`src/rtl/mem_arbiter_if.sv`:
```
// Bus bundle for the two-requester memory arbiter: core port, loader port and
// the single downstream memory port.
interface mem_arbiter_if #(
  parameter int AW = 32,
  parameter int DW = 32
);
  logic          core_req_i;
  logic          core_we_i;
  logic [AW-1:0] core_addr_i;
  logic [DW-1:0] core_wdata_i;
  logic          core_gnt_o;
  logic          core_rvalid_o;
  logic [DW-1:0] core_rdata_o;

  logic          ldr_req_i;
  logic          ldr_we_i;
  logic [AW-1:0] ldr_addr_i;
  logic [DW-1:0] ldr_wdata_i;
  logic          ldr_gnt_o;
  logic          ldr_rvalid_o;
  logic [DW-1:0] ldr_rdata_o;

  logic          mem_en_o;
  logic          mem_we_o;
  logic [AW-1:0] mem_addr_o;
  logic [DW-1:0] mem_wdata_o;
  logic [DW-1:0] mem_rdata_i;

  // Arbiter side.
  modport slave (
    input  core_req_i, core_we_i, core_addr_i, core_wdata_i,
    output core_gnt_o, core_rvalid_o, core_rdata_o,
    input  ldr_req_i, ldr_we_i, ldr_addr_i, ldr_wdata_i,
    output ldr_gnt_o, ldr_rvalid_o, ldr_rdata_o,
    output mem_en_o, mem_we_o, mem_addr_o, mem_wdata_o,
    input  mem_rdata_i
  );

  // Requester and memory side.
  modport master (
    output core_req_i, core_we_i, core_addr_i, core_wdata_i,
    input  core_gnt_o, core_rvalid_o, core_rdata_o,
    output ldr_req_i, ldr_we_i, ldr_addr_i, ldr_wdata_i,
    input  ldr_gnt_o, ldr_rvalid_o, ldr_rdata_o,
    input  mem_en_o, mem_we_o, mem_addr_o, mem_wdata_o,
    output mem_rdata_i
  );
endinterface

```
`src/rtl/mem_arbiter.sv`:
```
// Core/loader memory arbiter: combinational core-priority grant with a bounded
// loader starvation counter, and a fixed one-cycle response routed to the owner.
module mem_arbiter #(
  parameter int AW         = 32,
  parameter int DW         = 32,
  parameter int STARVE_MAX = 4
) (
  input logic         clk_i,
  input logic         rst_i,
  mem_arbiter_if.slave bus
);
  localparam logic [3:0] STARVE_LIM = 4'(STARVE_MAX);

  logic          core_gnt;
  logic          ldr_gnt;
  logic          sel_we;
  logic [AW-1:0] sel_addr;
  logic [DW-1:0] sel_wdata;
  logic [3:0]    starve_cnt_q;
  logic          resp_valid_q;
  logic          resp_owner_q;
  logic          resp_read_q;
  logic          core_resp;
  logic          ldr_resp;

  // Grants are forced low while reset is held, whatever the requests say.
  always_comb begin
    core_gnt = 1'b0;
    ldr_gnt  = 1'b0;
    if (!rst_i) begin
      if (bus.core_req_i && bus.ldr_req_i) begin
        if (starve_cnt_q == STARVE_LIM) ldr_gnt  = 1'b1;
        else                            core_gnt = 1'b1;
      end else begin
        core_gnt = bus.core_req_i;
        ldr_gnt  = bus.ldr_req_i;
      end
    end
  end

  always_comb begin
    sel_we    = 1'b0;
    sel_addr  = '0;
    sel_wdata = '0;
    if (core_gnt) begin
      sel_we    = bus.core_we_i;
      sel_addr  = bus.core_addr_i;
      sel_wdata = bus.core_wdata_i;
    end else if (ldr_gnt) begin
      sel_we    = bus.ldr_we_i;
      sel_addr  = bus.ldr_addr_i;
      sel_wdata = bus.ldr_wdata_i;
    end
  end

  always_ff @(posedge clk_i or posedge rst_i) begin
    if (rst_i) begin
      starve_cnt_q <= '0;
      resp_valid_q <= 1'b0;
      resp_owner_q <= 1'b0;
      resp_read_q  <= 1'b0;
    end else begin
      if (ldr_gnt || !bus.ldr_req_i)
        starve_cnt_q <= '0;
      else if (core_gnt && starve_cnt_q != STARVE_LIM)
        starve_cnt_q <= starve_cnt_q + 4'd1;

      resp_valid_q <= core_gnt | ldr_gnt;
      if (core_gnt || ldr_gnt) begin
        resp_owner_q <= ldr_gnt;
        resp_read_q  <= !sel_we;
      end
    end
  end

  assign core_resp = resp_valid_q & ~resp_owner_q;
  assign ldr_resp  = resp_valid_q &  resp_owner_q;

  assign bus.core_gnt_o    = core_gnt;
  assign bus.ldr_gnt_o     = ldr_gnt;
  assign bus.mem_en_o      = core_gnt | ldr_gnt;
  assign bus.mem_we_o      = sel_we;
  assign bus.mem_addr_o    = sel_addr;
  assign bus.mem_wdata_o   = sel_wdata;
  assign bus.core_rvalid_o = core_resp;
  assign bus.ldr_rvalid_o  = ldr_resp;
  assign bus.core_rdata_o  = (core_resp && resp_read_q) ? bus.mem_rdata_i : '0;
  assign bus.ldr_rdata_o   = (ldr_resp  && resp_read_q) ? bus.mem_rdata_i : '0;

  a_gnt_onehot: assert property (@(posedge clk_i) disable iff (rst_i)
    !(core_gnt && ldr_gnt));
  a_core_resp: assert property (@(posedge clk_i) disable iff (rst_i)
    core_gnt |=> core_resp);
  a_ldr_resp: assert property (@(posedge clk_i) disable iff (rst_i)
    ldr_gnt |=> ldr_resp);
  a_starve_bound: assert property (@(posedge clk_i) disable iff (rst_i)
    starve_cnt_q <= STARVE_LIM);
  // The loader has waited STARVE_MAX cycles exactly when the counter is at its limit.
  a_ldr_wait: assert property (@(posedge clk_i) disable iff (rst_i)
    (bus.ldr_req_i && starve_cnt_q == STARVE_LIM) |-> ldr_gnt);
endmodule

```
`src/flat_wrapper.sv`:
```
// flat-port wrapper written by rule: the top's interface ports become plain ports
module mem_arbiter_flat 
#(
  parameter int AW         = 32,
  parameter int DW         = 32,
  parameter int STARVE_MAX = 4
)
  (clk_i, rst_i, bus_core_req_i, bus_core_we_i, bus_core_addr_i, bus_core_wdata_i, bus_core_gnt_o, bus_core_rvalid_o, bus_core_rdata_o, bus_ldr_req_i, bus_ldr_we_i, bus_ldr_addr_i, bus_ldr_wdata_i, bus_ldr_gnt_o, bus_ldr_rvalid_o, bus_ldr_rdata_o, bus_mem_en_o, bus_mem_we_o, bus_mem_addr_o, bus_mem_wdata_o, bus_mem_rdata_i);
  mem_arbiter_if #(.AW(AW), .DW(DW)) bus_i ();
  input logic clk_i;
  input logic rst_i;
  input wire logic [$bits(bus_i.core_req_i)-1:0] bus_core_req_i;
  input wire logic [$bits(bus_i.core_we_i)-1:0] bus_core_we_i;
  input wire logic [$bits(bus_i.core_addr_i)-1:0] bus_core_addr_i;
  input wire logic [$bits(bus_i.core_wdata_i)-1:0] bus_core_wdata_i;
  output wire logic [$bits(bus_i.core_gnt_o)-1:0] bus_core_gnt_o;
  output wire logic [$bits(bus_i.core_rvalid_o)-1:0] bus_core_rvalid_o;
  output wire logic [$bits(bus_i.core_rdata_o)-1:0] bus_core_rdata_o;
  input wire logic [$bits(bus_i.ldr_req_i)-1:0] bus_ldr_req_i;
  input wire logic [$bits(bus_i.ldr_we_i)-1:0] bus_ldr_we_i;
  input wire logic [$bits(bus_i.ldr_addr_i)-1:0] bus_ldr_addr_i;
  input wire logic [$bits(bus_i.ldr_wdata_i)-1:0] bus_ldr_wdata_i;
  output wire logic [$bits(bus_i.ldr_gnt_o)-1:0] bus_ldr_gnt_o;
  output wire logic [$bits(bus_i.ldr_rvalid_o)-1:0] bus_ldr_rvalid_o;
  output wire logic [$bits(bus_i.ldr_rdata_o)-1:0] bus_ldr_rdata_o;
  output wire logic [$bits(bus_i.mem_en_o)-1:0] bus_mem_en_o;
  output wire logic [$bits(bus_i.mem_we_o)-1:0] bus_mem_we_o;
  output wire logic [$bits(bus_i.mem_addr_o)-1:0] bus_mem_addr_o;
  output wire logic [$bits(bus_i.mem_wdata_o)-1:0] bus_mem_wdata_o;
  input wire logic [$bits(bus_i.mem_rdata_i)-1:0] bus_mem_rdata_i;
  assign bus_i.core_req_i = bus_core_req_i;
  assign bus_i.core_we_i = bus_core_we_i;
  assign bus_i.core_addr_i = bus_core_addr_i;
  assign bus_i.core_wdata_i = bus_core_wdata_i;
  assign bus_core_gnt_o = bus_i.core_gnt_o;
  assign bus_core_rvalid_o = bus_i.core_rvalid_o;
  assign bus_core_rdata_o = bus_i.core_rdata_o;
  assign bus_i.ldr_req_i = bus_ldr_req_i;
  assign bus_i.ldr_we_i = bus_ldr_we_i;
  assign bus_i.ldr_addr_i = bus_ldr_addr_i;
  assign bus_i.ldr_wdata_i = bus_ldr_wdata_i;
  assign bus_ldr_gnt_o = bus_i.ldr_gnt_o;
  assign bus_ldr_rvalid_o = bus_i.ldr_rvalid_o;
  assign bus_ldr_rdata_o = bus_i.ldr_rdata_o;
  assign bus_mem_en_o = bus_i.mem_en_o;
  assign bus_mem_we_o = bus_i.mem_we_o;
  assign bus_mem_addr_o = bus_i.mem_addr_o;
  assign bus_mem_wdata_o = bus_i.mem_wdata_o;
  assign bus_i.mem_rdata_i = bus_mem_rdata_i;
  mem_arbiter #(.AW(AW), .DW(DW), .STARVE_MAX(STARVE_MAX)) u_core (.clk_i(clk_i), .rst_i(rst_i), .bus(bus_i));
endmodule
```
`config.mk`:
```
export PLATFORM = sky130hd
export DESIGN_NAME = mem_arbiter_flat
export DESIGN_NICKNAME = d
export VERILOG_FILES = /design/src/rtl/mem_arbiter_if.sv /design/src/rtl/mem_arbiter.sv /design/src/flat_wrapper.sv
export SDC_FILE = /design/constraint.sdc
export NUM_CORES = 1
export LEC_CHECK = 0
export CAP_MARGIN = 20
export CORE_AREA = 2 2 117 119
export CTS_BUF_LIST = sky130_fd_sc_hd__clkbuf_4 sky130_fd_sc_hd__clkbuf_8
export DETAILED_ROUTE_END_ITERATION = 10
export DIE_AREA = 0 0 119 121
export GPL_ROUTABILITY_DRIVEN = 1
export PLACE_DENSITY_LB_ADDON = 0.25
export SETUP_SLACK_MARGIN = 0.1
export SLEW_MARGIN = 0
export SYNTH_ARGS = -nofsm -noshare
export SYNTH_HDL_FRONTEND = slang
export SYNTH_SLANG_ARGS = --single-unit
```
`constraint.sdc`:
```
create_clock -name clk_i -period 2.5 [get_ports clk_i]
set_clock_uncertainty 0.05 [all_clocks]
set_input_delay 0.625 -clock clk_i [delete_from_list [all_inputs] [get_ports clk_i]]
set_output_delay 0.625 -clock clk_i [all_outputs]
set_load 0.05 [all_outputs]
```
Word-level counts from Yosys, hierarchy flattened:

Cells that the tools add are included.

* register bits: 7
* bits in latches: 0
* bits in writable memories: 0
* ROM bits: 0
* input bits: 166
* output and inout bits: 134
* memories: 0

* add/subtract/negate cells: 1
* multiply operators: 0
* div/mod/pow operators: 0
* $lt $le $gt $ge: 0
* equal/unequal tests: 2
* shift operators: 0
* multiplexer cells: 16
* bitwise logic cells: 4
* reductions and logical operators: 9

Operators by type and width (count)
* 32-bit 2-to-1 mux: 6
* 1-bit 2-to-1 mux: 8
* 4-bit 2-to-1 mux: 2
* 4-bit by 1-bit adder with 4-bit output, second input constant: 1
* 4-bit by 3-bit == test with 1-bit output, second input constant: 1
* 1-bit logical AND: 4
* 4-bit by 3-bit != test with 1-bit output, second input constant: 1
* 1-bit bitwise AND: 2
* 1-bit zero test: 2
* 1-bit logical OR: 2
* 2-bit nonzero test: 1
* 1-bit inverter: 1
* 1-bit OR: 1

Logic depth before layout (Yosys ltp):

Gate-level depths: netlist (run 1).

* depth in word-level cells: 7
* depth in mapped cells: 7
* depth with buffers taken out: 5

Least setup slack after synthesis (run 1):

Ideal clock, no wire load.

* path type: input port to output port
* start point: in rst_i
* end point: out bus_mem_wdata_o[24]
* arrival: 2003 ps
* slack: -178 ps
* cell stages on the path: 5
* cell sequence: buf_2 nand2b_1 a41oi_2 buf_2 a22o_1

* elaborated cells between the ends (all ways): 4

RTL lines
* start, declared: line flat_wrapper.sv:11 `input logic rst_i;`
* 1-bit 2-to-1 mux: line mem_arbiter.sv:30 `if (!rst_i) begin`
* net bus_core_gnt_o: line flat_wrapper.sv:16 `output wire logic [$bits(bus_i.core_gnt_o)-1:0] bus_core_gnt_o;`
* 32-bit 2-to-1 mux: line mem_arbiter.sv:45 `if (core_gnt) begin`
* end, declared: line flat_wrapper.sv:29 `output wire logic [$bits(bus_i.mem_wdata_o)-1:0] bus_mem_wdata_o;`

The timed path passes the listed nets, and every way through them passes these cells.

Worst setup path in the final report (run 1):

* start point: reg u_core.starve_cnt_q[0]
* end point: out bus_mem_addr_o[23]

* longest elaborated chain between the ends: 6
* elaborated cells between the ends (all ways): 9

RTL lines
* start, declared: line mem_arbiter.sv:19 `logic [3:0] starve_cnt_q;`
* start signal, assigned: line mem_arbiter.sv:66 `starve_cnt_q <= starve_cnt_q + 4'd1;`
* 4-bit by 3-bit == test with 1-bit output *: line mem_arbiter.sv:32 `if (starve_cnt_q == STARVE_LIM) ldr_gnt = 1'b1;`
* 1-bit 2-to-1 mux: line mem_arbiter.sv:32
* 1-bit 2-to-1 mux: line mem_arbiter.sv:31 `if (bus.core_req_i && bus.ldr_req_i) begin`
* 1-bit 2-to-1 mux: line mem_arbiter.sv:30
* 32-bit 2-to-1 mux: line mem_arbiter.sv:49 `end else if (ldr_gnt) begin`
* 32-bit 2-to-1 mux *: line mem_arbiter.sv:45
* end, declared: line flat_wrapper.sv:28 `output wire logic [$bits(bus_i.mem_addr_o)-1:0] bus_mem_addr_o;`

Mark *: on every way between the ends. The rest lies on a longest branch, timed or not.

==> results of run 1 <==
metrics by stage:
step	utilization, %	TNS, ps	hold WS (ps)
after floorplan	-	0	468.0
after global placement	48.68	-20730	497.5
after detailed placement	48.68	-23530	526.0
after CTS	55.85	-3078	472.1
after global routing	57.08	-8415	512.3
final	57.08	-3057	471.8
cells by family after synthesis:
family                   share of synthesized area (%)
AO/OA/AOI/OAI                                    43.69
adder cells (fa/ha/maj)                          1.649
buffers and inverters                            9.728
flip-flops                                       11.54
AND/OR/NAND/NOR                                  33.39
layer usage:
metal | vias up | wire, um | track usage, %
li1 | 1408 | - | -
met1 | 1408 | 4566 | 17.94
met2 | 179 | 7655 | 34.81
met3 | 10 | 1011 | 4.135
met4 | 0 | 158 | 2.604
met5 | - | 0 | 0
flip-flops by register name (all words and copies together) (netlist names):
register,count
u_core.resp_valid_q,1
u_core.resp_read_q,1
u_core.resp_owner_q,1
u_core.starve_cnt_q,4
layout make-up:
| cell class | instances | area (um2) | area share (%) |
|---|---|---|---|
| Timing Repair Buffer | 353 | 5185 | 69.43 |
| Multi-Input combinational cell | 161 | 1819 | 24.36 |
| Tap cell | 176 | 220.2 | 2.949 |
| Sequential cell | 7 | 175.2 | 2.345 |
| Clock buffer | 3 | 41.29 | 0.5529 |
| Inverter | 6 | 22.52 | 0.3016 |
| Clock inverter | 1 | 5.005 | 0.06701 |
critical path: stages (launching register included):
cell and delay (ps):
dfrtp_1 390, inv_2 90, ha_4 170, nand3b_4 100
a21oi_4 240, buf_6 140, buf_12 130, clkbuf_16 150
a22o_4 130, buf_12 130
synth_stat cells, drive strengths merged:
cell type / number
a22o: 65
o21ba: 1
dfrtp: 7
buf: 16
a221oi: 1
nand4b: 1
clkbuf: 6
a41oi: 1
a21boi: 1
nand3b: 1
nand3: 5
and2: 65
nor4bb: 1
nor2b: 1
a21oi: 2
nand2b: 2
a31oi: 1
nand2: 4
inv: 6
ha: 2
nor2: 3
o21bai: 1
a2111o: 1
o31ai: 1
o21ai: 1
final timing paths:
check / start / to / slack, ps / cells past startpoint
worst min register to register: u_core.resp_owner_q$_DFFE_PP0P_ / u_core.resp_owner_q$_DFFE_PP0P_ / 560 / 2
max in group asynchronous: rst_i / u_core.starve_cnt_q[1]$_DFFE_PP0P_ / 1700 / 3
min in group clk_i: u_core.resp_owner_q$_DFFE_PP0P_ / u_core.resp_owner_q$_DFFE_PP0P_ / 560 / 2
worst max-delay path: u_core.starve_cnt_q[0]$_DFFE_PP0P_ / bus_mem_addr_o[23] / -90 / 9
worst min-delay path: rst_i / u_core.starve_cnt_q[3]$_DFFE_PP0P_ / 470 / 3
worst max register to register: u_core.starve_cnt_q[0]$_DFFE_PP0P_ / u_core.resp_read_q$_DFFE_PP0P_ / 510 / 9
power groups by stage:
| stage | Sequential, mW | Combinational (mW) | Clock (mW) |
|---|---|---|---|
| after detailed placement | 0.127 | 1.47 | 0 |
| after floorplan | 0.126 | 0.620 | 0 |
| after global placement | 0.127 | 1.45 | 0 |
| after global routing | 0.126 | 1.71 | 0.177 |
| final | 0.125 | 1.65 | 0.165 |
| after CTS | 0.125 | 1.63 | 0.170 |
timing repair:
item,CTS,global route
gates resized for setup,68,16
cloned,12,7
hold buffers,0,0
endpoints found under the setup margin,67,67
pin swaps,13,49
setup buffers,22,6
==> flow_metrics.py, run 1 <==
metrics = {
    "status": {
        "status": "finished, violations left",
        "failed_checks": "setup timing",
    },
    "synth": {
        "syn_inst": 196,
        "yosys.area.top_type_share_pct": 37.51,
        "ys_ff_latch": 7,
        "synth.distinct_cells": 28,
        "yosysWarnings": 0,
        "syn_area_um2": 1518,
        "synth_nets": 364,
        "yosysSeqAreaShare_pct": 11.54,
        "synth_top_cell_by_area": "a22o_1",
        "avgSynthCellArea_um2": 7.743,
        "synthTopCellsByArea": "a22o_1 (38%), and2_1 (27%), dfrtp_1 (12%)",
    },
    "global_route": {
        "grt_pass1_wl_mm": 18.98,
        "track_usage_pct": 17.15,
        "grt_pass1_vias": 3301,
        "grt_overflow": 0,
        "grt_max_degree": 33,
        "antenna_found_initial": 0,
    },
    "worst_setup_path": {
        "worst-path-max-fanout": 4,
        "critPathArrivalTime_ps": 1910,
        "critical_path_class": "reg -> out",
        "endpoint_kind": "output port",
        "crit_required_ps": 1820,
        "start_kind": "register",
    },
    "clocking": {
        "cts_tree": "built",
        "cts-htree-levels": 1,
        "clk_pin_slew_ps": 40,
        "cts.sinks": 7,
        "insertion_delay_ps": 230,
        "clock-root-buffer": "clkbuf_8",
        "clock_path_buffers": 2,
        "cts_buffers": 3,
    },
    "final_layout": {
        "final_cells": 707,
        "num_antenna_cells": 0,
        "final_cell_mix": "clkdlybuf4s50_1 (164), buf_12 (144), and2_1 (65), a22o_4 (65), buf_4 (16)",
        "final_common_cell": "clkdlybuf4s50_1",
        "fin_area_um2": 7468,
        "fillers": 1046,
        "layout.nets": 700,
        "drive_above_1_share_pct": 50.28,
        "syn_to_final_growth_pct": 392.1,
    },
    "flow_run": {
        "max_cap_violations": 0,
    },
    "power": {
        "p_int_mw": 1.131,
        "power_leakage_nw": 3.187,
        "p_sw_mw": 0.8097,
        "clock_power_share_pct": 8.5,
        "finalPower_mw": 1.940,
        "switching_share_pct": 41.73,
        "pwr-share-comb_pct": 85.0,
        "power.density_nw_per_um2": 259.8,
        "seqPwrFrac_pct": 6.5,
        "ir_drop_uv": 123.8,
    },
    "floorplanning": {
        "ioPinCount": 300,
        "core_area_um2": 13090,
        "die_height_um": 121,
        "rows": 42,
        "die-area_um2": 14400,
        "die_width_um": 119,
        "floorplan.initialDensity_pct": 11.60,
    },
    "route": {
        "num_vias": 3005,
        "drtIter0Drc": 76,
        "wl_per_cell_um": 18.94,
        "avgViaCountPerCell": 4.250,
        "antenna_left": 0,
        "dr.pass1.iters": 4,
        "drc_errors": 0,
        "wl_mm": 13.39,
    },
    "timing": {
        "layout_setup_ws_ps": -86.73,
        "finalSetupViolCount": 61,
        "fin_crit_sh_pct": 103.5,
        "slew_headroom_pct": 64.84,
        "fmax_mhz": 386.6,
        "worstMarginPinSlew_ps": 525.8,
        "grt_setup_unrepaired": "yes",
        "fin_crit_ps": 2587,
        "maxSlewViolCount": 0,
        "finalHoldViolCount": 0,
    },
    "place": {
        "detailed_place_hpwl_mm": 9.303,
        "dpl_cell_area_um2": 6370,
        "port_buffers": 299,
        "post-place-ws_ps": -402.0,
        "dp_cells": 661,
        "gp_congestion": 0.7430,
    },
    "worst_hold_path": {
        "hold_path_class": "in -> async",
    },
}
(Power assumes the default switching activity.)
==> run 2, diff against run 1 <==
- PLACE_DENSITY_LB_ADDON: 0.25 -> 0.15
==> flow_metrics.py, run 2 (synthesis gave the netlist of run 1 again) <==
metrics = {
    "clocking": {
        "cts_buffers": 3,
        "cts.sinks": 7,
        "clk_pin_slew_ps": 40,
        "insertion_delay_ps": 230,
        "cts_tree": "built",
        "clock_path_buffers": 2,
        "cts-htree-levels": 1,
        "clock-root-buffer": "clkbuf_8",
    },
    "worst_setup_path": {
        "cp_cell_sequence": "inv_2 > ha_4 > a41oi_4 > buf_12 > buf_8 > clkbuf_16 > a22o_4 > buf_12",
        "reg2reg_depth": 8,
        "path_buf_inv": 5,
        "slowest_delay_ps": 380,
        "crit_required_ps": 1820,
        "start_kind": "register",
        "endpoint_kind": "output port",
        "critical_path_class": "reg -> out",
        "reg2reg_to": "u_core.resp_read_q$_DFFE_PP0P_",
        "path_delay_family": "buffers and inverters",
        "r2r_setup_slack_ps": 780,
        "reg2reg_from": "u_core.starve_cnt_q[0]$_DFFE_PP0P_",
        "slowest_stage": "dfrtp_1",
        "crit_top_cell": "buf_12",
        "worst-path-max-fanout": 8,
        "critPathArrivalTime_ps": 1850,
    },
    "route": {
        "drc_errors": 0,
        "num_vias": 2870,
        "dr.pass1.iters": 4,
        "antenna_left": 0,
        "wl_per_cell_um": 18.82,
        "avgViaCountPerCell": 4.135,
        "drtIter0Drc": 68,
        "wl_mm": 13.06,
    },
    "final_layout": {
        "fillers": 1081,
        "syn_to_final_growth_pct": 379.7,
        "final_common_cell": "clkdlybuf4s50_1",
        "final_cells": 694,
        "drive_above_1_share_pct": 49.03,
        "num_antenna_cells": 0,
        "largest_register_ffs": 4,
        "final_cell_mix": "clkdlybuf4s50_1 (164), buf_12 (140), and2_1 (65), a22o_4 (65), buf_4 (15)",
        "utilization_pct": 55.64,
        "multiInputGateArea_um2": 1819,
        "layout.nets": 687,
        "regArea_um2": 175.2,
        "fin_area_um2": 7281,
        "regMostFlops": "u_core.starve_cnt_q",
    },
    "power": {
        "ir_drop_uv": 120.7,
        "power_leakage_nw": 3.091,
        "power.density_nw_per_um2": 261.9,
    },
    "place": {
        "dpl_cell_area_um2": 6385,
        "gp_congestion": 0.7671,
        "detailed_place_hpwl_mm": 9.803,
        "port_buffers": 299,
        "post-place-ws_ps": -363.5,
        "dp_cells": 663,
    },
    "flow_run": {
        "max_cap_violations": 0,
    },
    "timing": {
        "layout_setup_ws_ps": -24.04,
        "slew_headroom_pct": 64.57,
        "fmax_mhz": 396.2,
        "grt_setup_unrepaired": "yes",
        "maxSlewViolCount": 0,
        "fin_crit_ps": 2524,
        "worstMarginPinSlew_ps": 529.7,
        "fin_crit_sh_pct": 101.0,
        "finalHoldViolCount": 0,
        "finalSetupViolCount": 31,
    },
    "floorplanning": {
        "floorplan.initialDensity_pct": 11.60,
        "die-area_um2": 14400,
        "rows": 42,
        "ioPinCount": 300,
        "die_width_um": 119,
        "core_area_um2": 13090,
        "die_height_um": 121,
    },
    "global_route": {
        "grt_overflow": 0,
        "track_usage_pct": 16.62,
        "antenna_found_initial": 0,
        "grt_pass1_wl_mm": 18.42,
        "grt_pass1_vias": 3112,
        "grt_max_degree": 33,
    },
    "status": {
        "failed_checks": "setup timing",
        "status": "finished, violations left",
    },
    "worst_hold_path": {
        "hold_path_class": "in -> async",
    },
}
[run 2: layout make-up]
type / count / area share, %
tap: 176 / 3.025
timing repair buffer: 340 / 68.64
sequential: 7 / 2.406
inverter: 6 / 0.3093
multi-input combinational: 161 / 24.99
clock inverter: 1 / 0.06874
clock buffer: 3 / 0.5671
[run 2: power breakdown]
part | total, mW | internal, mW | leakage, nW | switching (mW)
Clock | 0.159 | 0.108 | 0.0255 | 0.0514
Combinational | 1.62 | 0.885 | 2.97 | 0.738
Sequential | 0.125 | 0.120 | 0.0908 | 0.00465
[run 2: per-layer routing]
layer	vias up	track usage, %	wire length [um]
li1	1386	-	-
met1	1292	17.14	4612
met2	183	33.84	7271
met3	9	4.088	1021
met4	0	2.827	158
met5	-	0	0
[run 2: worst max-delay path by stage]
stage | start | end | slack, ps | cells past startpoint
after floorplan | rst_i | bus_mem_wdata_o[24] | 30 | 5
after global placement | rst_i | bus_mem_addr_o[31] | -340 | 6
after detailed placement | rst_i | bus_mem_wdata_o[31] | -360 | 6
after CTS | u_core.starve_cnt_q[1]$_DFFE_PP0P_ | bus_mem_addr_o[19] | -70 | 9
after global routing | u_core.starve_cnt_q[0]$_DFFE_PP0P_ | bus_mem_wdata_o[18] | -80 | 8
final | u_core.starve_cnt_q[0]$_DFFE_PP0P_ | bus_mem_wdata_o[30] | -20 | 8
[run 2: metrics by stage]
stage	setup TNS, ps	power, mW	hold WS, ps
floorplan	0	0.7459	468.0
global placement	-18400	1.585	490.6
detailed placement	-20110	1.595	506.4
CTS	-1320	1.901	472.7
global route	-3760	1.974	501.8
finish	-200.0	1.907	472.5
[run 2: worst reg2reg max path, delay by kind of cell (launching register included)]
| family | cells | cell delay [ps] |
|---|---|---|
| DFF | 1 | 380 |
| buffers and inverters | 5 | 660 |
| adders and majority gates | 1 | 180 |
| AOI/OAI and AO/OA | 2 | 350 |
[run 2: repair_timing]
item,in CTS,in global routing
pin swaps,4,8
setup buffers,12,3
hold buffers,0,0
cloned,9,5
setup endpoints to repair,68,67
gates resized for setup,65,9
hold endpoints to repair,0,0
